<file path="config.mk">
export PLATFORM = sky130hd
export DESIGN_NAME = apb2axi_rd_issuer
export DESIGN_NICKNAME = d
export VERILOG_FILES = /design/src/rtl/apb2axi_pkg.sv /design/src/rtl/apb2axi_outstanding_ctr.sv /design/src/rtl/apb2axi_rd_issuer.sv
export SDC_FILE = /design/constraint.sdc
export NUM_CORES = 1
export LEC_CHECK = 0
export CAP_MARGIN = 20
export CORE_UTILIZATION = 36
export DETAILED_ROUTE_END_ITERATION = 10
export PLACE_DENSITY = 0.79
export SYNTH_ARGS = -nofsm -noshare
export SYNTH_HDL_FRONTEND = slang
export SYNTH_HIERARCHICAL = 1
export SYNTH_SLANG_ARGS = --single-unit
</file>
<file path="constraint.sdc">
create_clock -name aclk -period 1.9 [get_ports aclk]
set_input_delay 0.285 -clock aclk [delete_from_list [all_inputs] [get_ports aclk]]
set_output_delay 0.285 -clock aclk [all_outputs]
set_load 0.02 [all_outputs]
</file>
<file path="src/rtl/apb2axi_pkg.sv">
// Shared types and constants for the APB-to-AXI bridge: command entry layout, AXI
// encodings and the read-issuer state enum.
package apb2axi_pkg;

  localparam int AXI_ADDR_W = 32;
  localparam int AXI_ID_W   = 4;

  localparam logic [1:0] AXI_BURST_FIXED = 2'b00;
  localparam logic [1:0] AXI_BURST_INCR  = 2'b01;
  localparam logic [1:0] AXI_BURST_WRAP  = 2'b10;

  typedef struct packed {
    logic [AXI_ADDR_W-1:0] addr;
    logic [7:0]            len;
    logic [2:0]            size;
    logic [1:0]            burst;
    logic [AXI_ID_W-1:0]   id;
    logic                  is_write;
  } directory_entry_t;

  localparam int CMD_ENTRY_W = $bits(directory_entry_t);

  typedef enum logic {
    RD_IDLE  = 1'b0,
    RD_ISSUE = 1'b1
  } rd_issuer_state_e;

  // Last byte of the burst is formed in 13 bits; bit 12 set means the burst leaves its 4KB page.
  function automatic logic crosses_4k(input logic [11:0] addr_lo,
                                      input logic [7:0]  len,
                                      input logic [2:0]  size,
                                      input logic [1:0]  burst);
    logic [12:0] beats;
    logic [12:0] last_byte;
    beats     = {5'b0, len} + 13'd1;
    last_byte = {1'b0, addr_lo} + (beats << size) - 13'd1;
    return last_byte[12] && (burst == AXI_BURST_INCR);
  endfunction

endpackage

</file>
<file path="src/rtl/apb2axi_outstanding_ctr.sv">
// Saturating in-flight transaction counter shared by the read and write issuers.
// A decrement at zero holds the count and raises underflow for that cycle.
module apb2axi_outstanding_ctr #(
  parameter int  MAX_OUTSTANDING = 8,
  localparam int CNT_W           = $clog2(MAX_OUTSTANDING + 1)
) (
  input  logic             aclk,
  input  logic             aresetn,
  input  logic             inc,
  input  logic             dec,
  output logic [CNT_W-1:0] count,
  output logic             at_max,
  output logic             underflow
);

  logic [CNT_W-1:0] count_reg;
  logic [CNT_W-1:0] count_next;

  assign at_max    = (count_reg >= CNT_W'(MAX_OUTSTANDING));
  assign underflow = dec && (count_reg == '0);
  assign count     = count_reg;

  always_comb begin
    count_next = count_reg;
    if (inc && !dec && !at_max) begin
      count_next = count_reg + CNT_W'(1);
    end else if (dec && !inc && (count_reg != '0)) begin
      count_next = count_reg - CNT_W'(1);
    end
  end

  always_ff @(posedge aclk or negedge aresetn) begin
    if (!aresetn) begin
      count_reg <= '0;
    end else begin
      count_reg <= count_next;
    end
  end

endmodule

</file>
<file path="src/rtl/apb2axi_rd_issuer.sv">
// Pops read commands from the read request FIFO and presents them on AXI AR from registers,
// limiting reads in flight. Define APB2AXI_RD_4K_CHECK_EN to drop INCR bursts crossing 4KB.
module apb2axi_rd_issuer
  import apb2axi_pkg::*;
#(
  parameter int  MAX_OUTSTANDING = 8,
  localparam int CNT_W           = $clog2(MAX_OUTSTANDING + 1)
) (
  input  logic                   aclk,
  input  logic                   aresetn,
  input  logic                   rd_pop_vld,
  output logic                   rd_pop_rdy,
  input  logic [CMD_ENTRY_W-1:0] rd_pop_data,
  output logic [AXI_ID_W-1:0]    arid,
  output logic [AXI_ADDR_W-1:0]  araddr,
  output logic [7:0]             arlen,
  output logic [2:0]             arsize,
  output logic [1:0]             arburst,
  output logic                   arvalid,
  input  logic                   arready,
  input  logic                   r_last_hs,
  output logic [CNT_W-1:0]       outstanding,
  output logic                   issuer_idle,
  output logic                   cnt_err,
  output logic                   bnd_err
);

  directory_entry_t entry;
  rd_issuer_state_e state_reg, state_next;

  logic                  arvalid_reg, arvalid_next;
  logic [AXI_ID_W-1:0]   arid_reg, arid_next;
  logic [AXI_ADDR_W-1:0] araddr_reg, araddr_next;
  logic [7:0]            arlen_reg, arlen_next;
  logic [2:0]            arsize_reg, arsize_next;
  logic [1:0]            arburst_reg, arburst_next;
  logic                  cnt_err_reg;

  logic pop;
  logic drop;
  logic ar_hs;
  logic at_max;
  logic underflow;
  logic unused_is_write;

  assign entry           = directory_entry_t'(rd_pop_data);
  assign unused_is_write = entry.is_write;

  // The held AR is only counted once accepted; ISSUE itself already blocks further pops.
  assign rd_pop_rdy = (state_reg == RD_IDLE) && rd_pop_vld && !at_max;
  assign pop        = rd_pop_vld && rd_pop_rdy;
  assign ar_hs      = arvalid_reg && arready;

  apb2axi_outstanding_ctr #(
    .MAX_OUTSTANDING(MAX_OUTSTANDING)
  ) u_outstanding_ctr (
    .aclk     (aclk),
    .aresetn  (aresetn),
    .inc      (ar_hs),
    .dec      (r_last_hs),
    .count    (outstanding),
    .at_max   (at_max),
    .underflow(underflow)
  );

`ifdef APB2AXI_RD_4K_CHECK_EN
  logic bnd_err_reg;

  assign drop    = crosses_4k(entry.addr[11:0], entry.len, entry.size, entry.burst);
  assign bnd_err = bnd_err_reg;

  always_ff @(posedge aclk or negedge aresetn) begin
    if (!aresetn) begin
      bnd_err_reg <= 1'b0;
    end else begin
      bnd_err_reg <= pop && drop;
    end
  end
`else
  assign drop    = 1'b0;
  assign bnd_err = 1'b0;
`endif

  always_comb begin
    state_next   = state_reg;
    arvalid_next = arvalid_reg;
    arid_next    = arid_reg;
    araddr_next  = araddr_reg;
    arlen_next   = arlen_reg;
    arsize_next  = arsize_reg;
    arburst_next = arburst_reg;
    case (state_reg)
      RD_IDLE: begin
        if (pop && !drop) begin
          araddr_next  = entry.addr;
          arlen_next   = entry.len;
          arsize_next  = entry.size;
          arburst_next = entry.burst;
          arid_next    = entry.id;
          arvalid_next = 1'b1;
          state_next   = RD_ISSUE;
        end
      end
      RD_ISSUE: begin
        if (ar_hs) begin
          arvalid_next = 1'b0;
          state_next   = RD_IDLE;
        end
      end
      default: begin
        arvalid_next = 1'b0;
        state_next   = RD_IDLE;
      end
    endcase
  end

  always_ff @(posedge aclk or negedge aresetn) begin
    if (!aresetn) begin
      state_reg   <= RD_IDLE;
      arvalid_reg <= 1'b0;
      arid_reg    <= '0;
      araddr_reg  <= '0;
      arlen_reg   <= '0;
      arsize_reg  <= '0;
      arburst_reg <= '0;
      cnt_err_reg <= 1'b0;
    end else begin
      state_reg   <= state_next;
      arvalid_reg <= arvalid_next;
      arid_reg    <= arid_next;
      araddr_reg  <= araddr_next;
      arlen_reg   <= arlen_next;
      arsize_reg  <= arsize_next;
      arburst_reg <= arburst_next;
      if (underflow) begin
        cnt_err_reg <= 1'b1;
      end
    end
  end

  assign arvalid     = arvalid_reg;
  assign arid        = arid_reg;
  assign araddr      = araddr_reg;
  assign arlen       = arlen_reg;
  assign arsize      = arsize_reg;
  assign arburst     = arburst_reg;
  assign cnt_err     = cnt_err_reg;
  assign issuer_idle = (state_reg == RD_IDLE) && (outstanding == '0);

endmodule
</file>
==> metrics, run 1 <==
status=complete, no violations; R2R cell count=8; initial DRC count=30; drt via density=4.73; Crit path required time=2.14 ns; TNS Setup=0 ns; Area Overhead vs Synth=59.4%; crit start category=register; yosys warns=6; Distinct cells, synth=28; HP Start=cnt_err$_DFFE_PN0P_; clk sink count=56; Hold WC Path Type=register to register; Critical R2R Launch=arvalid$_DFFE_PN0P_; top-count cell post-synth=dfrtp_1; synthesized area per cell=15.6 um^2; Net count, final=326; max FFs per register=32; clk slew on worst S/H paths=0.09 ns; Commonest cells post-synth=56 x dfrtp_1, 45 x mux2_2, 6 x mux2_1; pin count of the biggest net entering global routing=35; FILL cells=496; IO Port Bufs=110; ANT cells=0; final core utilization=60.4%; ratio of cells with drive above 1 in the final layout=27.5%; Async SR Flop Fraction=100%; CP Class=register to register; vias in the first global route=1,581; Peak Freq=545 MHz; vias=1,627; Seq/Total Area, Yosys=61.3%; Pins Over Slew Limit=0; fin area=0.00364 mm^2; placed instance area=0.00350 mm^2; Mapped Cells=146; Chip Height=81.7 um; Detailed Routing Iterations Pass 1=4; drt drc=0; min Tclk post-route=1.84 ns; main flop type after synthesis=dfrtp_1; Leakage=1.52 nW; Final ANT Viol Nets=0; Clock Skews=0.00572 ns; Yosys top cell by area=dfrtp_1; hpwl dp=3470 um; top cells by area, synth=dfrtp_1 61%, mux2_2 22%, mux2_1 3.0%; crit path capture type=register; core area=0.00603 mm^2; CP Launch Point=arvalid$_DFFE_PN0P_; final setup violating endpoints=0; die area=0.00667 mm^2; antenna violations before repair=0; Total GRT Usage=14.5%; FF+latch count, synth=56; crit-path max FO=4; count of flip-flops with a built-in enable after synthesis=0; grt ovf=0; Worst-Skew Late Latency=0.30 ns; Clock Path Buffers=2; Net Count, Synth=204; # IOs=113; worst hold stages=1; total power=0.00610 W; mapped cell area=0.00228 mm^2; Least-Margin Pin Slew=0.533 ns; H-tree levels=2; initial core utilization=37.9%; first-pass GRT wire length=7310 um; CTS tree=yes; DR WL/cell=13.5 um; crit path DAT=2.07 ns; Max-slew headroom=64.5%; # Post-CTS Setup Buffers=0; RSZ-0062 raised after global routing=true; GP Congestion=0.764; Routed WL=4630 um; Yosys top cell area share=61.3%; Max-cap violations=0; fin crit share=96.7%; pwr/cell area=1680 mW/mm^2; Num CTS Buffers=5; chip width=81.7 um; # rows=28; Root Driver=clkbuf_8; VDD IR-drop max=0.788 mV; Final Hold Viols=0
-- critical path: stages (launching register included) --
cell	delay (ns)
dfrtp_2	0.43
and2_1	0.17
and2b_2	0.21
nand2b_4	0.10
ha_4	0.21
a21oi_1	0.12
nand2_1	0.07
or4_1	0.39
nand3_1	0.08
-- cells by family (layout without fill, tap and decap cells) --
logic type / Yosys count / count (layout) / synth area share (%)
muxes: 51 / 51 / 25.1
xor gates and xnor gates: 2 / 2 / 0.767
adders and majority gates: 3 / 3 / 1.97
AOI/OAI and AO/OA: 8 / 8 / 2.14
buffers and inverters: 10 / 133 / 3.45
and+or+nand+nor: 15 / 15 / 5.04
DFF: 56 / 56 / 61.3
other: 1 / 1 / 0.164
-- worst paths after layout --
kind,endpoint,slack (ns)
worst max-delay path,u_outstanding_ctr/count[3]$_DFFE_PN0P_,0.06
worst min-delay path,cnt_err$_DFFE_PN0P_,0.47
worst max register to register,u_outstanding_ctr/count[3]$_DFFE_PN0P_,0.06
worst min register to register,cnt_err$_DFFE_PN0P_,0.47
max in group asynchronous,araddr[24]$_DFFE_PN0P_,0.83
min in group asynchronous,arlen[5]$_DFFE_PN0P_,0.51
-- power by group --
| part | internal, W | total [W] | switching [W] |
|---|---|---|---|
| clock | 0.000431 | 0.000798 | 0.000367 |
| sequential | 0.00179 | 0.00209 | 0.000300 |
| combinational | 0.00175 | 0.00321 | 0.00146 |
-- cell type report --
class | instances | area, um^2 | share of cell area, %
flip-flops and latches | 56 | 1400 | 38.5
repair buffers | 122 | 1190 | 32.8
multi-input cells | 80 | 818 | 22.5
well taps | 75 | 93.8 | 2.58
clock buffers | 6 | 82.6 | 2.27
clock inverters | 2 | 38.8 | 1.06
inverters | 3 | 11.3 | 0.309
-- layer usage --
| layer | vias up | share of wire (%) | global-route usage (%) |
|---|---|---|---|
| met2 | 68 | 48 | 24.7 |
| li1 | 755 | - | - |
| met5 | - | 0 | 0 |
| met1 | 798 | 42 | 17.5 |
| met3 | 6 | 9.9 | 5.11 |
| met4 | 0 | 0.86 | 3.68 |
-- cell usage in the layout (no fill, tap or decap), drive strengths merged, types with 2 or more instances in the layout --
cell type / instances
nor4: 2
buf: 13
xor2: 2
ha: 2
nand3: 2
clkdlybuf4s50: 107
nand2b: 2
mux2: 51
o21ai: 2
dfrtp: 56
inv: 3
or4: 2
clkbuf: 6
a21oi: 4
-- timing repair --
| action | CTS | global route |
|---|---|---|
| hold buffers | 1 | 0 |
| hold endpoints to repair | 22 | 0 |
| endpoints found under the setup margin | 2 | 2 |
| pin swaps | 0 | 0 |
| resized for setup | 4 | 3 |
-- per-stage QoR --
step / std cells / setup slack [ns] / hold WS, ns
6_report: 344 / 0.0635 / 0.470
5_1_grt: 344 / -0.0164 / 0.509
4_1_cts: 344 / 0.00320 / 0.479
3_5_place_dp: 335 / -0.313 / 0.300
3_3_place_gp: 335 / -0.280 / 0.304
2_1_floorplan: 146 / 0.00323 / -0.0106
(Power assumes the default switching activity.)
==> run 2: changes to the inputs <==
--- a/config.mk
+++ b/config.mk
@@ -6,9 +6,9 @@
 export NUM_CORES = 1
 export LEC_CHECK = 0
 export CAP_MARGIN = 20
-export CORE_UTILIZATION = 36
+export CORE_UTILIZATION = 40
 export DETAILED_ROUTE_END_ITERATION = 10
-export PLACE_DENSITY = 0.79
+export PLACE_DENSITY = 0.83
 export SYNTH_ARGS = -nofsm -noshare
 export SYNTH_HDL_FRONTEND = slang
 export SYNTH_HIERARCHICAL = 1
==> constraint.sdc (replaced) <==
create_clock -name aclk -period 2.05 [get_ports aclk]
set_input_delay 0.3075 -clock aclk [delete_from_list [all_inputs] [get_ports aclk]]
set_output_delay 0.3075 -clock aclk [all_outputs]
set_load 0.02 [all_outputs]
==> metrics, run 2 (synthesis results as in run 1) <==
DP Cell Count=334 (-0.30%); Clock Skews=0.00974 ns (+0.00402 ns); pin count of the biggest net entering global routing=34 (-2.9%); pwr/cell area=1540 mW/mm^2 (-8.1%); crit start category=input pin; vias=1,611 (-0.98%); Num CTS Buffers=5 (unchanged); placed instance area=0.00351 mm^2 (+0.29%); most frequent cells in the layout=108 x clkdlybuf4s50_1, 56 x dfrtp_1, 45 x mux2_2, 12 x buf_4; Hold WC Path Type=input pin to async pin; Area Overhead vs Synth=57.9%; met2 Use GR=30.5% (+5.9 points); slowest cell on the critical path=clkdlybuf4s50_1; grt ovf=0 (unchanged); grt met1 use=20.0% (+2.5 points); VDD IR-drop max=0.781 mV (-0.93%); CP max stage delay=0.66 ns (+0.23 ns); IO Port Bufs=110 (unchanged); Detailed Routing Iterations Pass 1=3 (-1); FF/Latch Area=0.00140 mm^2 (about the same); max FFs per register=32 (unchanged); die area=0.00602 mm^2 (-9.8%); GP Congestion=0.740 (-3.1%); crit path capture type=output port; CTS tree=yes; status=complete, no violations; final core utilization=65.5% (+5.1 points); Pins Over Slew Limit=0 (unchanged); clk slew on worst S/H paths=0.10 ns (about the same); Chip Height=77.6 um (-5.0%); chip width=77.6 um (-5.0%); H-tree levels=2 (unchanged); initial core utilization=41.5% (+3.6 points); Peak Freq=502 MHz; TNS Setup=0 ns (unchanged); DR WL/cell=14.5 um (+8.0%); Leakage=1.51 nW (-0.94%); ANT cells=0 (unchanged); met3 Use GR=4.82% (-0.29 points); Routed WL=4970 um (+7.3%); drt via density=4.71 (-0.40%); min Tclk post-route=1.99 ns; initial DRC count=46 (+53%); core area=0.00551 mm^2 (-8.6%); Least-Margin Pin Slew=0.700 ns (+0.167 ns); Top cell by count, worst path=clkdlybuf4s50_1; vias in the first global route=1,650 (+4.4%); CP Class=input pin to output port; ratio of cells with drive above 1 in the final layout=26.7% (-0.84 points); drt drc=0 (unchanged); Clock Path Buffers=2 (unchanged); final setup violating endpoints=0 (unchanged); Crit path required time=1.74 ns (-0.40 ns); clk sink count=56 (unchanged); Final Hold Viols=0 (unchanged); # IOs=113 (unchanged); most crowded layer after global routing=met2; fin cells=342 (-0.58%); fin crit share=97.2%; hpwl dp=3840 um (+11%); crit path DAT=1.68 ns (-0.39 ns); Max-slew headroom=53.4% (-11 points); hold_buf cts=0 (-1); CP cell instances=clkdlybuf4s50_1, nor3b_4, clkdlybuf4s50_1; crit-path max FO=3 (-1); Final ANT Viol Nets=0 (unchanged); FILL cells=427 (-14%); fin area=0.00361 mm^2 (-0.96%); # Post-CTS Setup Buffers=0 (unchanged); Root Driver=clkbuf_8; # rows=27 (-3.6%); first-pass GRT wire length=7880 um (+7.7%); Max-cap violations=0 (unchanged); Net count, final=327 (+0.31%); Total GRT Usage=17.1% (+2.6 points); area of the multi-input gates=806 um^2 (-1.5%); antenna violations before repair=0 (unchanged); commonest non-fill, non-tap cell in the layout=clkdlybuf4s50_1; Worst-Skew Late Latency=0.30 ns (about the same)
[run 2: cell types whose count changed in the layout (fill, tap and decap cells not counted), sizes merged]
cell           delta
clkbuf            +1
clkdlybuf4s50     +1
dlygate4sd3       -1
buf               +1
clkinv            -1
bufinv            -1
clkinvlp          +1
[run 2: what timing repair did]
| item | in CTS | in global routing |
|---|---|---|
| setup endpoints to repair | 1 | 1 |
| endpoints found under the hold margin | 0 | 0 |
| resized for setup | 1 | 1 |
[run 2: per-stage QoR]
stage	worst slack, ns	total power (W)	hold slack (ns)
4_1_cts	0.0289	0.00562	0.0698
5_1_grt	-0.00186	0.00589	0.0943
3_5_place_dp	-0.226	0.00501	0.403
2_1_floorplan	0.0925	0.00349	0.0119
3_3_place_gp	-0.164	0.00489	0.411
6_report	0.0579	0.00555	0.0407
[run 2: final cells by class]
type                    count  area share, %
clock buffers               7           2.39
repair buffers            123           33.4
multi-input cells          80           22.3
flip-flops and latches     56           38.8
well taps                  72           2.50
inverters                   3          0.312
clock inverters             1          0.208
[run 2: worst paths after layout]
path / from / endpoint / slack [ns] / cells after the start
worst max-delay path: rd_pop_vld / rd_pop_rdy / 0.06 / 3
worst min-delay path: aresetn / araddr[6]$_DFFE_PN0P_ / 0.04 / 1
worst max register to register: arvalid$_DFFE_PN0P_ / u_outstanding_ctr/count[3]$_DFFE_PN0P_ / 0.10 / 8
worst min register to register: cnt_err$_DFFE_PN0P_ / cnt_err$_DFFE_PN0P_ / 0.48 / 1
max in group asynchronous: aresetn / araddr[30]$_DFFE_PN0P_ / 1.33 / 2
min in group aclk: cnt_err$_DFFE_PN0P_ / cnt_err$_DFFE_PN0P_ / 0.48 / 1
[run 2: critical path, delay by kind of cell]
kind	cells	cell delay [ns]
simple gates	1	0.21
buf+inv	2	1.17
[run 2: per-layer routing]
metal	vias up	wire (um)
met5	-	0
met2	66	2590
met3	6	321
met1	780	2000
met4	0	49
li1	759	-
[run 2: power breakdown]
part           internal [W]  switching, W  total (W)
combinational       0.00163       0.00137    0.00299
clock              0.000275      0.000328   0.000603
sequential          0.00166      0.000294    0.00196
